`src/rtl/vctrl_ptr_seq_pkg.sv`:
```
// Shared constants and state encoding for the VArray loop sequencer.
package vctrl_ptr_seq_pkg;

    localparam int unsigned VRowLoop = 16;
    localparam int unsigned VColLoop = 8;
    localparam int unsigned VRdLat   = 2;

    typedef logic [1:0] VSeqState_t;

    localparam VSeqState_t StIdle  = 2'd0;
    localparam VSeqState_t StRun   = 2'd1;
    localparam VSeqState_t StDrain = 2'd2;
    localparam VSeqState_t StDone  = 2'd3;

endpackage

```
`src/rtl/vctrl_delay_pipe.sv`:
```
// Fixed-latency valid+payload shift register. It never stalls: buffer read
// latency is fixed, so idle slots travel through as bubbles.
module vctrl_delay_pipe #(
    parameter int unsigned Depth = 2,
    parameter int unsigned Width = 8
) (
    input  logic             clk,
    input  logic             rst_n,
    input  logic             valid_i,
    input  logic [Width-1:0] data_i,
    output logic             valid_o,
    output logic [Width-1:0] data_o
);

    logic [Depth-1:0] valid_q, valid_d;
    logic [Width-1:0] data_q [Depth];
    logic [Width-1:0] data_d [Depth];

    // Shift by one stage; payload of bubbles is zeroed so outputs read 0 when invalid.
    always_comb begin
        valid_d[0] = valid_i;
        data_d[0]  = valid_i ? data_i : '0;
        for (int i = 1; i < Depth; i++) begin
            valid_d[i] = valid_q[i-1];
            data_d[i]  = data_q[i-1];
        end
    end

    // Pipeline registers, flushed by reset.
    always_ff @(posedge clk or negedge rst_n) begin
        if (!rst_n) begin
            valid_q <= '0;
            for (int i = 0; i < Depth; i++) begin
                data_q[i] <= '0;
            end
        end else begin
            valid_q <= valid_d;
            for (int i = 0; i < Depth; i++) begin
                data_q[i] <= data_d[i];
            end
        end
    end

    assign valid_o = valid_q[Depth-1];
    assign data_o  = data_q[Depth-1];

endmodule

```
`src/rtl/vctrl_ptr_seq.sv`:
```
// Loop sequencer: walks (rowPtr, colPtr) with rows innermost, and re-times
// each issued point to the buffer read-data cycle via a fixed delay line.
module vctrl_ptr_seq #(
    parameter int unsigned VRowLoop = vctrl_ptr_seq_pkg::VRowLoop,
    parameter int unsigned VColLoop = vctrl_ptr_seq_pkg::VColLoop,
    parameter int unsigned RdLat    = vctrl_ptr_seq_pkg::VRdLat
) (
    input  logic                        clk,
    input  logic                        rst_n,
    input  logic                        start,
    input  logic [$clog2(VRowLoop):0]   rowLen,
    input  logic [$clog2(VColLoop):0]   colLen,
    input  logic                        stall,
    output logic                        busy,
    output logic                        done,
    output logic                        issue,
    output logic [$clog2(VRowLoop)-1:0] rowPtr,
    output logic [$clog2(VColLoop)-1:0] colPtr,
    output logic                        wbValid,
    output logic [$clog2(VRowLoop)-1:0] wbRowPtr,
    output logic [$clog2(VColLoop)-1:0] wbColPtr,
    output logic                        wbLast
);

    import vctrl_ptr_seq_pkg::*;

    localparam int unsigned RowW    = $clog2(VRowLoop);
    localparam int unsigned ColW    = $clog2(VColLoop);
    localparam int unsigned RowLenW = RowW + 1;
    localparam int unsigned ColLenW = ColW + 1;
    localparam int unsigned PayW    = 1 + ColW + RowW;

    VSeqState_t          state_q, state_d;
    logic [RowLenW-1:0]  row_len_q, row_len_d;
    logic [ColLenW-1:0]  col_len_q, col_len_d;
    logic [RowW-1:0]     row_ptr_q, row_ptr_d;
    logic [ColW-1:0]     col_ptr_q, col_ptr_d;

    logic [RowLenW-1:0]  row_len_clamp;
    logic [ColLenW-1:0]  col_len_clamp;
    logic                row_at_end, col_at_end;
    logic                last_issue;
    logic                wb_valid;
    logic [PayW-1:0]     wb_payload;

    assign row_len_clamp = (rowLen > RowLenW'(VRowLoop)) ? RowLenW'(VRowLoop) : rowLen;
    assign col_len_clamp = (colLen > ColLenW'(VColLoop)) ? ColLenW'(VColLoop) : colLen;

    assign row_at_end = ({1'b0, row_ptr_q} == (row_len_q - RowLenW'(1)));
    assign col_at_end = ({1'b0, col_ptr_q} == (col_len_q - ColLenW'(1)));

    assign issue = (state_q == StRun) && !stall;

    // Next-state: pass framing and pointer walk.
    always_comb begin
        state_d    = state_q;
        row_len_d  = row_len_q;
        col_len_d  = col_len_q;
        row_ptr_d  = row_ptr_q;
        col_ptr_d  = col_ptr_q;
        last_issue = 1'b0;
        case (state_q)
            StIdle: begin
                row_ptr_d = '0;
                col_ptr_d = '0;
                if (start) begin
                    row_len_d = row_len_clamp;
                    col_len_d = col_len_clamp;
                    state_d   = (row_len_clamp == '0 || col_len_clamp == '0) ? StDone : StRun;
                end
            end
            StRun: begin
                if (issue) begin
                    if (row_at_end) begin
                        row_ptr_d = '0;
                        if (col_at_end) begin
                            // Final point: pointers return to origin while the tail drains.
                            col_ptr_d  = '0;
                            last_issue = 1'b1;
                            state_d    = StDrain;
                        end else begin
                            col_ptr_d = col_ptr_q + ColW'(1);
                        end
                    end else begin
                        row_ptr_d = row_ptr_q + RowW'(1);
                    end
                end
            end
            StDrain: begin
                if (wb_valid && wb_payload[PayW-1]) begin
                    state_d = StDone;
                end
            end
            StDone: begin
                row_ptr_d = '0;
                col_ptr_d = '0;
                state_d   = StIdle;
            end
            default: state_d = StIdle;
        endcase
    end

    // Sequencer state registers.
    always_ff @(posedge clk or negedge rst_n) begin
        if (!rst_n) begin
            state_q   <= StIdle;
            row_len_q <= '0;
            col_len_q <= '0;
            row_ptr_q <= '0;
            col_ptr_q <= '0;
        end else begin
            state_q   <= state_d;
            row_len_q <= row_len_d;
            col_len_q <= col_len_d;
            row_ptr_q <= row_ptr_d;
            col_ptr_q <= col_ptr_d;
        end
    end

    vctrl_delay_pipe #(
        .Depth (RdLat),
        .Width (PayW)
    ) u_delay_pipe (
        .clk     (clk),
        .rst_n   (rst_n),
        .valid_i (issue),
        .data_i  ({last_issue, col_ptr_q, row_ptr_q}),
        .valid_o (wb_valid),
        .data_o  (wb_payload)
    );

    assign busy     = (state_q != StIdle);
    assign done     = (state_q == StDone);
    assign rowPtr   = row_ptr_q;
    assign colPtr   = col_ptr_q;
    assign wbValid  = wb_valid;
    assign wbLast   = wb_payload[PayW-1];
    assign wbColPtr = wb_payload[RowW +: ColW];
    assign wbRowPtr = wb_payload[RowW-1:0];

endmodule

```
`config.mk`:
```
export PLATFORM = sky130hd
export DESIGN_NAME = vctrl_ptr_seq
export DESIGN_NICKNAME = d
export VERILOG_FILES = /design/src/rtl/vctrl_ptr_seq_pkg.sv /design/src/rtl/vctrl_delay_pipe.sv /design/src/rtl/vctrl_ptr_seq.sv
export SDC_FILE = /design/constraint.sdc
export NUM_CORES = 1
export LEC_CHECK = 0
export ABC_CLOCK_PERIOD_IN_PS = 4700
export CORE_ASPECT_RATIO = 1.25
export CORE_MARGIN = 5
export CORE_UTILIZATION = 40
export CTS_CLUSTER_SIZE = 16
export DETAILED_ROUTE_END_ITERATION = 16
export GPL_TIMING_DRIVEN = 1
export SYNTH_ARGS = -nofsm -noshare
export SYNTH_HDL_FRONTEND = slang
export SYNTH_HIERARCHICAL = 1
export SYNTH_SLANG_ARGS = --single-unit
```
`constraint.sdc`:
```
create_clock -name clk -period 4.7 [get_ports clk]
set_input_delay 0.47 -clock clk [delete_from_list [all_inputs] [get_ports clk]]
set_output_delay 0.47 -clock clk [all_outputs]
set_load 0.1 [all_outputs]
```
# Yosys cells after proc, flatten, opt, wreduce, memory -nomap -nowiden
# Cells that the tools add are included.
# totals
register_bits,36
inputBits,13
output_inout_bits,19
wordCells,58
# classes
addsub,4
n_lt_le_gt_ge,2
n_eq_ne,10
muxes,20
n_reduce_logical,14
# ops
op,count
$mux 2,6
$mux 4,3
$mux 3,3
$mux 8,1
$ne 2x2->1 const B,4
$pmux 2 s4,1
$pmux 4 s2,1
$pmux 3 s2,1
$eq 4x5->1,1
$gt 5x5->1 const B,1
$logic_not 5->1,1
$mux 5,1
$reduce_and 5->1,1
$sub 5x1->5 const B,1
$add 4x1->4 const B,1
$eq 2x2->1 const B,2
$eq 3x4->1,1
$gt 4x4->1 const B,1
$logic_not 4->1,1
$reduce_and 2->1,2
$reduce_bool 2->1,2
$sub 4x1->4 const B,1
$add 3x1->3 const B,1
$mux 1,3
other kinds (8),9

# Depth between registers and ports, before layout
# Gate-level depths: netlist of run 1.
# logic_depth
word_depth,7
depth_mapped,7
ltp_nobuf,7

# Cells and area by module
# Netlist of run 1, hierarchy kept.
# modules_own_cells
module,n_inst,cells_per_inst,area_per_inst_um2,seq_area_each_um2
vctrl_ptr_seq,1,129,1197.4,450.4
vctrl_delay_pipe,1,26,500.5,450.4

# Worst setup path before layout of run 1
# No wires, ideal clock.
# synth_timing
path_type,reg-to-reg
startpoint,register state_q[1]
endpoint,"register u_delay_pipe.data_q, in the netlist u_delay_pipe/data_d[7]"
setup_ns,0.075
arrival_ns,2.725
required_time_ns,4.625
setup_slack_ns,1.900
stages_incl_launch_ff,7
n_path_buf,0
synth_period_minus_slack_ns,2.800
cell_sequence,dfrtp_1 inv_1 ha_1 inv_1 nor2_1 and4_1 and2_1
# synth_rtl
element,line,text
from (decl),vctrl_ptr_seq.sv:33,"VSeqState_t state_q, state_d;"
from (signal assigned),vctrl_ptr_seq.sv:106,state_q <= StIdle;
from (signal assigned),vctrl_ptr_seq.sv:112,state_q <= state_d;
"to (signal, indexed assignment)",vctrl_delay_pipe.sv:39,data_q[i] <= data_d[i];
to (decl),vctrl_delay_pipe.sv:16,logic [Width-1:0] data_q [Depth];

# Worst setup path after layout of run 1
# layout_timing
startpoint,register state_q[1]
endpoint,output port issue
# layout_between
elab_chain_len,2
# layout_lines
element,line,text
$eq 2x1->1,vctrl_ptr_seq.sv:52,assign issue = (state_q == StRun) && !stall;
$logic_and 1x1->1,vctrl_ptr_seq.sv:52,
to (decl),vctrl_ptr_seq.sv:16,"output logic issue,"
# Every way passes these cells.

==> metrics.csv, run 1 <==
stage,metric,value,unit
place,IO buf count,31,
layout,share of layout cells above drive strength 1,7.77,%
sta,# setup viols final,0,
place,GP Congestion,0.875,
synth,Post-Synth XOR/XNOR Area,5.53,%
synth,complex-gate fraction of the synthesized area,10.3,%
critical_path,Worst EP arrival,2.78,ns
die,Core Area,4100,sq um
synth,Syn Inst Count,155,
die,DIE AREA,5660,sq um
layout,Register Area,901,sq um
global_route,first-pass GRT wire length,5750,microns
sta,RSZ-0062 raised after global routing,no,
clocking,clock latency on the worst-skew pair,0.28,ns
synth,main combinational cell family by area after synthesis,simple AND/OR/NAND/NOR gates,
routing,Routed WL,3280,microns
layout,ant diodes,0,
sta,Slew @ Worst Pin,0.975,ns
flow_run,Max Cap Viol,0,
clocking,CTS tree,built,
critical_path,crit-path max FO,11,
die,Rows,26,
clocking,root buffer cell,clkbuf_8,
sta,Worst Skew,0.00435,ns
clocking,clock sinks,36,
synth,Mean Syn Cell Area,11.0,sq um
clocking,Post-CTS Resized,0,
routing,# DRC,0,
routing,DR WL/cell,13.2,microns
die,starting density of the core,41.4,%
synth,async set or reset register ratio after synthesis,100,%
synth,Ys Warns,6,
die,chip width,68.3,microns
synth,most frequent cell after synthesis,dfrtp_1,
synth,"top cells by count, synth","36 x dfrtp_1, 18 x nand2_1, 12 x inv_1",
clocking,"CTS clk-pin slew, worst paths",0.07,ns
global_route,pin count of the biggest net entering global routing,37,
sta,setup tns final,0,ns
sta,Final Hold Viols,0,
critical_path,critical path class,reg -> out,
synth,multiplexer share of the synthesized area,3.68,%
place,DP HPWL,2620,microns
synth,largest cells by area after synthesis,"dfrtp_1 53%, ha_1 6.6%, nand2_1 4.0%",
clocking,# hold bufs at CTS,0,
synth,post-synth top area share,53.1,%
global_route,antenna violations before repair,0,
layout,synthesis-to-layout area growth,28.7,%
synth,simple-gate share of the synthesized area,17.2,%
worst_hold_path,HP Class,reg -> reg,
layout,cell area after layout,2190,sq um
synth,"EDFF count, synth",0,
routing,initial DRC count,32,
place,Area after DPL,2070,sq um
routing,via count,1224,
synth,post-synthesis cell area,1700,sq um
layout,fillers,382,
sta,final worst-path cycle share,69.1,%
pwr,P per Cell Area,725,nW/um^2
sta,Fmax achieved,308,MHz
pwr,P_leak,0.989,nW
synth,Synth area leader,dfrtp_1,
pwr,VDD IR max,0.318,mV
synth,post-synthesis adder-cell area fraction,6.63,%
layout,Multi-input gate area,737,sq um
sta,Relative slew margins,34.8,%
global_route,GR Util All Layers,13.3,%
run_status,status,completed,
critical_path,Critical Path End Type,primary output,
sta,Period minus WS final,3.25,ns
sta,"Slew Viols, Final",0,
clocking,number of CTS-inserted buffers,5,
routing,post-route ant nets,0,
routing,vias per cell,4.92,
clocking,post-CTS setup repair buffer count,0,
synth,library cells used by synthesis,39,
global_route,GR Overflow Total,0,
synth,"Seq/Total Area, Yosys",53.1,%
die,io pins,32,
layout,Final nets,214,
synth,Synth Flop Type,dfrtp_1,
synth,flip-flop and latch count after synthesis,36,
synth,Synth Net Count,177,
die,die height,82.8,microns
layout,Util after Layout,53.3,%
pwr,Tot Pwr,0.00158,W
sta,Hold Slack,0.349,ns
clocking,H-Tree Depth,2,
routing,drt pass-1 iters,4,
clocking,Clock Tree Buf Depth,2,
global_route,vias in the first global route,1253,
critical_path,Startpoint Class,flop,
critical_path,CP required,4.23,ns
-- layout make-up --
type | instances | share of cell area [%]
clock inverter | 3 | 1.95
sequential | 36 | 41.2
tap | 56 | 3.21
multi-input combinational | 104 | 33.7
clock buffer | 5 | 3.15
timing repair buffer | 32 | 14.5
inverter | 13 | 2.23
-- sequential cells by signal, indices dropped and copies added, names as in the netlist --
name                  cells
u_delay_pipe/data_d       8
col_len_q                 4
colPtr                    3
state_q                   2
u_delay_pipe/data_o       8
u_delay_pipe/valid_q      2
rowPtr                    4
row_len_q                 5
-- metal layers --
layer,global-route usage (%),share of wire (%),vias to the layer above
li1,-,-,599
met4,4.34,1.2,0
met5,0,0,-
met3,3.92,4.9,4
met1,16.1,40,585
met2,22.1,53,36
-- per-stage QoR --
| stage | cells | setup WS (ns) |
|---|---|---|
| floorplan | 155 | 1.90 |
| global placement | 241 | 1.65 |
| detailed placement | 241 | 1.64 |
| CTS | 249 | 1.42 |
| global route | 249 | 1.20 |
| finish | 249 | 1.45 |
-- cell families after synthesis --
logic type      Yosys count
xor+xnor                  9
mux                       6
simple gates             55
compound gates           25
flops                    36
fa+ha+maj                 9
buf+inv                  15
-- power breakdown --
part           internal [W]  total [W]  switching, W
clock network      0.000157   0.000265      0.000108
logic              0.000289   0.000848      0.000559
registers          0.000390   0.000471     0.0000811
-- critical path, cell delays in order, from the launching register on --
cell and delay [ns]:
dfrtp_1 0.40, inv_1 0.12, ha_1 0.27, inv_1 0.08, nor2_1 0.40, clkdlybuf4s50_1 1.23
-- cell usage in the layout, fill, tap and decap left out, types with 2 or more instances in the layout --
cell type	synthesis	final
dfrtp_1	36	36
ha_1	9	9
or4_1	2	2
mux2i_1	4	4
o21ai_1	6	6
clkbuf_8	0	5
xor2_1	2	2
clkdlybuf4s50_1	0	31
nor2_1	5	5
mux2_2	2	2
xnor2_1	6	6
o21ai_0	5	5
nand2_1	18	18
nand3_1	4	4
a21o_1	2	2
nor3_1	4	4
inv_1	12	12
and2_1	9	9
nand2b_1	7	7
-- path summary, 6_finish.rpt --
| path | startpoint | to | slack, ns | cells past startpoint |
|---|---|---|---|---|
| worst max-delay path | state_q[1] | issue | 1.45 | 5 |
| worst min-delay path | u_delay_pipe/data_d[5] | u_delay_pipe/data_o[5] | 0.35 | 0 |
| worst max register to register | col_len_q[0] | colPtr[2] | 2.44 | 7 |
| worst min register to register | u_delay_pipe/data_d[5] | u_delay_pipe/data_o[5] | 0.35 | 0 |
| max in group asynchronous | rst_n | col_len_q[0] | 3.80 | 2 |
| min in group asynchronous | rst_n | colPtr[2] | 0.59 | 2 |
Note: power is estimated with default switching activity, not from simulation.
==> run 2, diff against run 1 <==
- ABC_CLOCK_PERIOD_IN_PS: 4700 -> 3000
- clock period: 4.7 -> 3 ns (I/O delays scaled with it)
==> metrics.csv, run 2 (synthesis gave the netlist of run 1 again) <==
stage,metric,value,unit,change
critical_path,Worst R2R Setup Slack,0.86,ns,-1.58 ns
sta,"Slew Viols, Final",0,,unchanged
critical_path,Critical Path End Type,flop,,
critical_path,Critical R2R Launch,row_len_q[0],,
sta,Final Hold Viols,0,,unchanged
sta,final worst-path cycle share,71.2,%,
routing,via count,1203,,-1.7%
clocking,Clock Tree Buf Depth,2,,unchanged
run_status,status,completed,,
worst_hold_path,HP Start,u_delay_pipe/data_d[7],,
flow_run,Max Cap Viol,0,,unchanged
layout,Final nets,215,,+0.47%
global_route,vias in the first global route,1176,,-6.1%
place,GP Congestion,0.846,,-3.3%
clocking,clock latency on the worst-skew pair,0.28,ns,about the same
die,Core Area,4100,sq um,unchanged
global_route,pin count of the biggest net entering global routing,37,,unchanged
clocking,root buffer cell,clkbuf_8,,
sta,Worst Skew,0.00278,ns,-0.00157 ns
clocking,H-Tree Depth,2,,unchanged
critical_path,critical path class,reg -> reg,,
critical_path,CP required,3.17,ns,-1.06 ns
die,chip width,68.3,microns,unchanged
place,placed insts,242,,+0.41%
layout,synthesis-to-layout area growth,27.5,%,
layout,fin cells,250,,+0.40%
routing,post-route ant nets,0,,unchanged
critical_path,Crit Reg-Reg Endpoint,colPtr[2],,
clocking,CTS tree,built,,
worst_hold_path,WHS Path Cells,0,,unchanged
critical_path,Worst EP arrival,2.31,ns,-0.47 ns
worst_hold_path,hold endpoint,u_delay_pipe/data_o[7],,
clocking,Post-CTS Resized,0,,unchanged
place,IO buf count,31,,unchanged
die,die height,82.8,microns,unchanged
layout,"commonest non-fill, non-tap cell in the layout",dfrtp_1,,
critical_path,Startpoint Class,flop,,
global_route,first-pass GRT wire length,5250,microns,-8.6%
layout,ant diodes,0,,unchanged
sta,setup tns final,0,ns,unchanged
die,io pins,32,,unchanged
clocking,post-CTS setup repair buffer count,0,,unchanged
clocking,clock sinks,36,,unchanged
worst_hold_path,HP Class,reg -> reg,,
layout,share of layout cells above drive strength 1,12.9,%,+5.1 points
routing,drt pass-1 iters,4,,unchanged
routing,Routed WL,3160,microns,-3.8%
critical_path,crit-path max FO,4,,-7
pwr,P per Cell Area,1130,nW/um^2,+56%
global_route,GR Overflow Total,0,,unchanged
routing,# DRC,0,,unchanged
sta,Period minus WS final,2.14,ns,
sta,# setup viols final,0,,unchanged
global_route,GR Util All Layers,12.2,%,-1.1 points
global_route,antenna violations before repair,0,,unchanged
routing,DR WL/cell,12.6,microns,-4.2%
pwr,VDD IR max,0.523,mV,+64%
place,pre-CTS setup slack,0.859,ns,-0.779 ns
die,starting density of the core,41.4,%,unchanged
sta,Fmax achieved,468,MHz,
clocking,"CTS clk-pin slew, worst paths",0.07,ns,about the same
sta,Slew @ Worst Pin,0.968,ns,-0.00713 ns
layout,"commonest cells after routing, fill and taps aside","36 x dfrtp_1, 21 x clkdlybuf4s50_1, 18 x nand2_1",,
place,Area after DPL,2060,sq um,-0.84%
sta,"Worst Setup Slack, final",0.863,ns,-0.592 ns
pwr,Tot Pwr,0.00245,W,+55%
sta,RSZ-0062 raised after global routing,no,,
layout,cell area after layout,2160,sq um,-0.97%
sta,Relative slew margins,35.3,%,+0.48 points
die,DIE AREA,5660,sq um,unchanged
pwr,P_leak,1.01,nW,+2.2%
place,DP HPWL,2430,microns,-7.0%
critical_path,R2R depth,7,,unchanged
routing,initial DRC count,44,,+38%
clocking,number of CTS-inserted buffers,5,,unchanged
clocking,# hold bufs at CTS,0,,unchanged
die,Rows,26,,unchanged
routing,vias per cell,4.81,,-2.1%
-- run 2: cell types whose count changed in the layout (fill, tap and decap cells not counted), sizes merged --
cell / previous run / this run
clkinvlp: 1 / 0
buf: 1 / 12
clkbuf: 5 / 6
clkdlybuf4s50: 31 / 21
-- run 2: final cells by class --
type,count,area (sq um)
Clock inverter,2,35.0
Sequential cell,36,901
Timing Repair Buffer,33,300
Clock buffer,6,72.6
Inverter,13,48.8
Fill cell,385,1930
Multi-Input combinational cell,104,737
Tap cell,56,70.1
-- run 2: worst max-delay path: stages, from the launching register on --
cell      delay [ns]
dfrtp_1         0.41
inv_1           0.07
ha_1            0.21
and4bb_1        0.20
a22oi_1         0.11
a2111o_1        0.47
a221o_1         0.36
a32o_1          0.20
-- run 2: how the worst max path moves through the flow --
stage | endpoint | startpoint | depth (start not counted) | slack, ns
2_1_floorplan | u_delay_pipe/data_d[7] | state_q[1] | 6 | 0.20
3_3_place_gp | colPtr[2] | row_len_q[0] | 7 | 0.93
3_5_place_dp | colPtr[2] | col_len_q[0] | 7 | 0.86
4_1_cts | colPtr[2] | col_len_q[0] | 7 | 0.85
5_1_grt | colPtr[2] | col_len_q[0] | 7 | 0.69
6_report | colPtr[2] | row_len_q[0] | 7 | 0.86
-- run 2: metrics by stage --
step | utilization, % | hold WS (ns)
floorplan | - | 0.00441
global placement | 50.2 | 0.333
detailed placement | 50.2 | 0.335
CTS | 52.8 | 0.351
global route | 52.8 | 0.352
finish | 52.8 | 0.349
-- run 2: power breakdown --
group / internal, W / switching (W)
logic: 0.000439 / 0.000867
registers: 0.000611 / 0.000128
clock network: 0.000246 / 0.000158
-- run 2: layer usage --
metal	part of all wire (%)	vias to the layer above	global-route usage, %
met5	0	-	0
met4	1.6	0	5.97
met3	5.1	5	2.97
met2	50	34	18.9
met1	43	561	15.5
li1	-	603	-
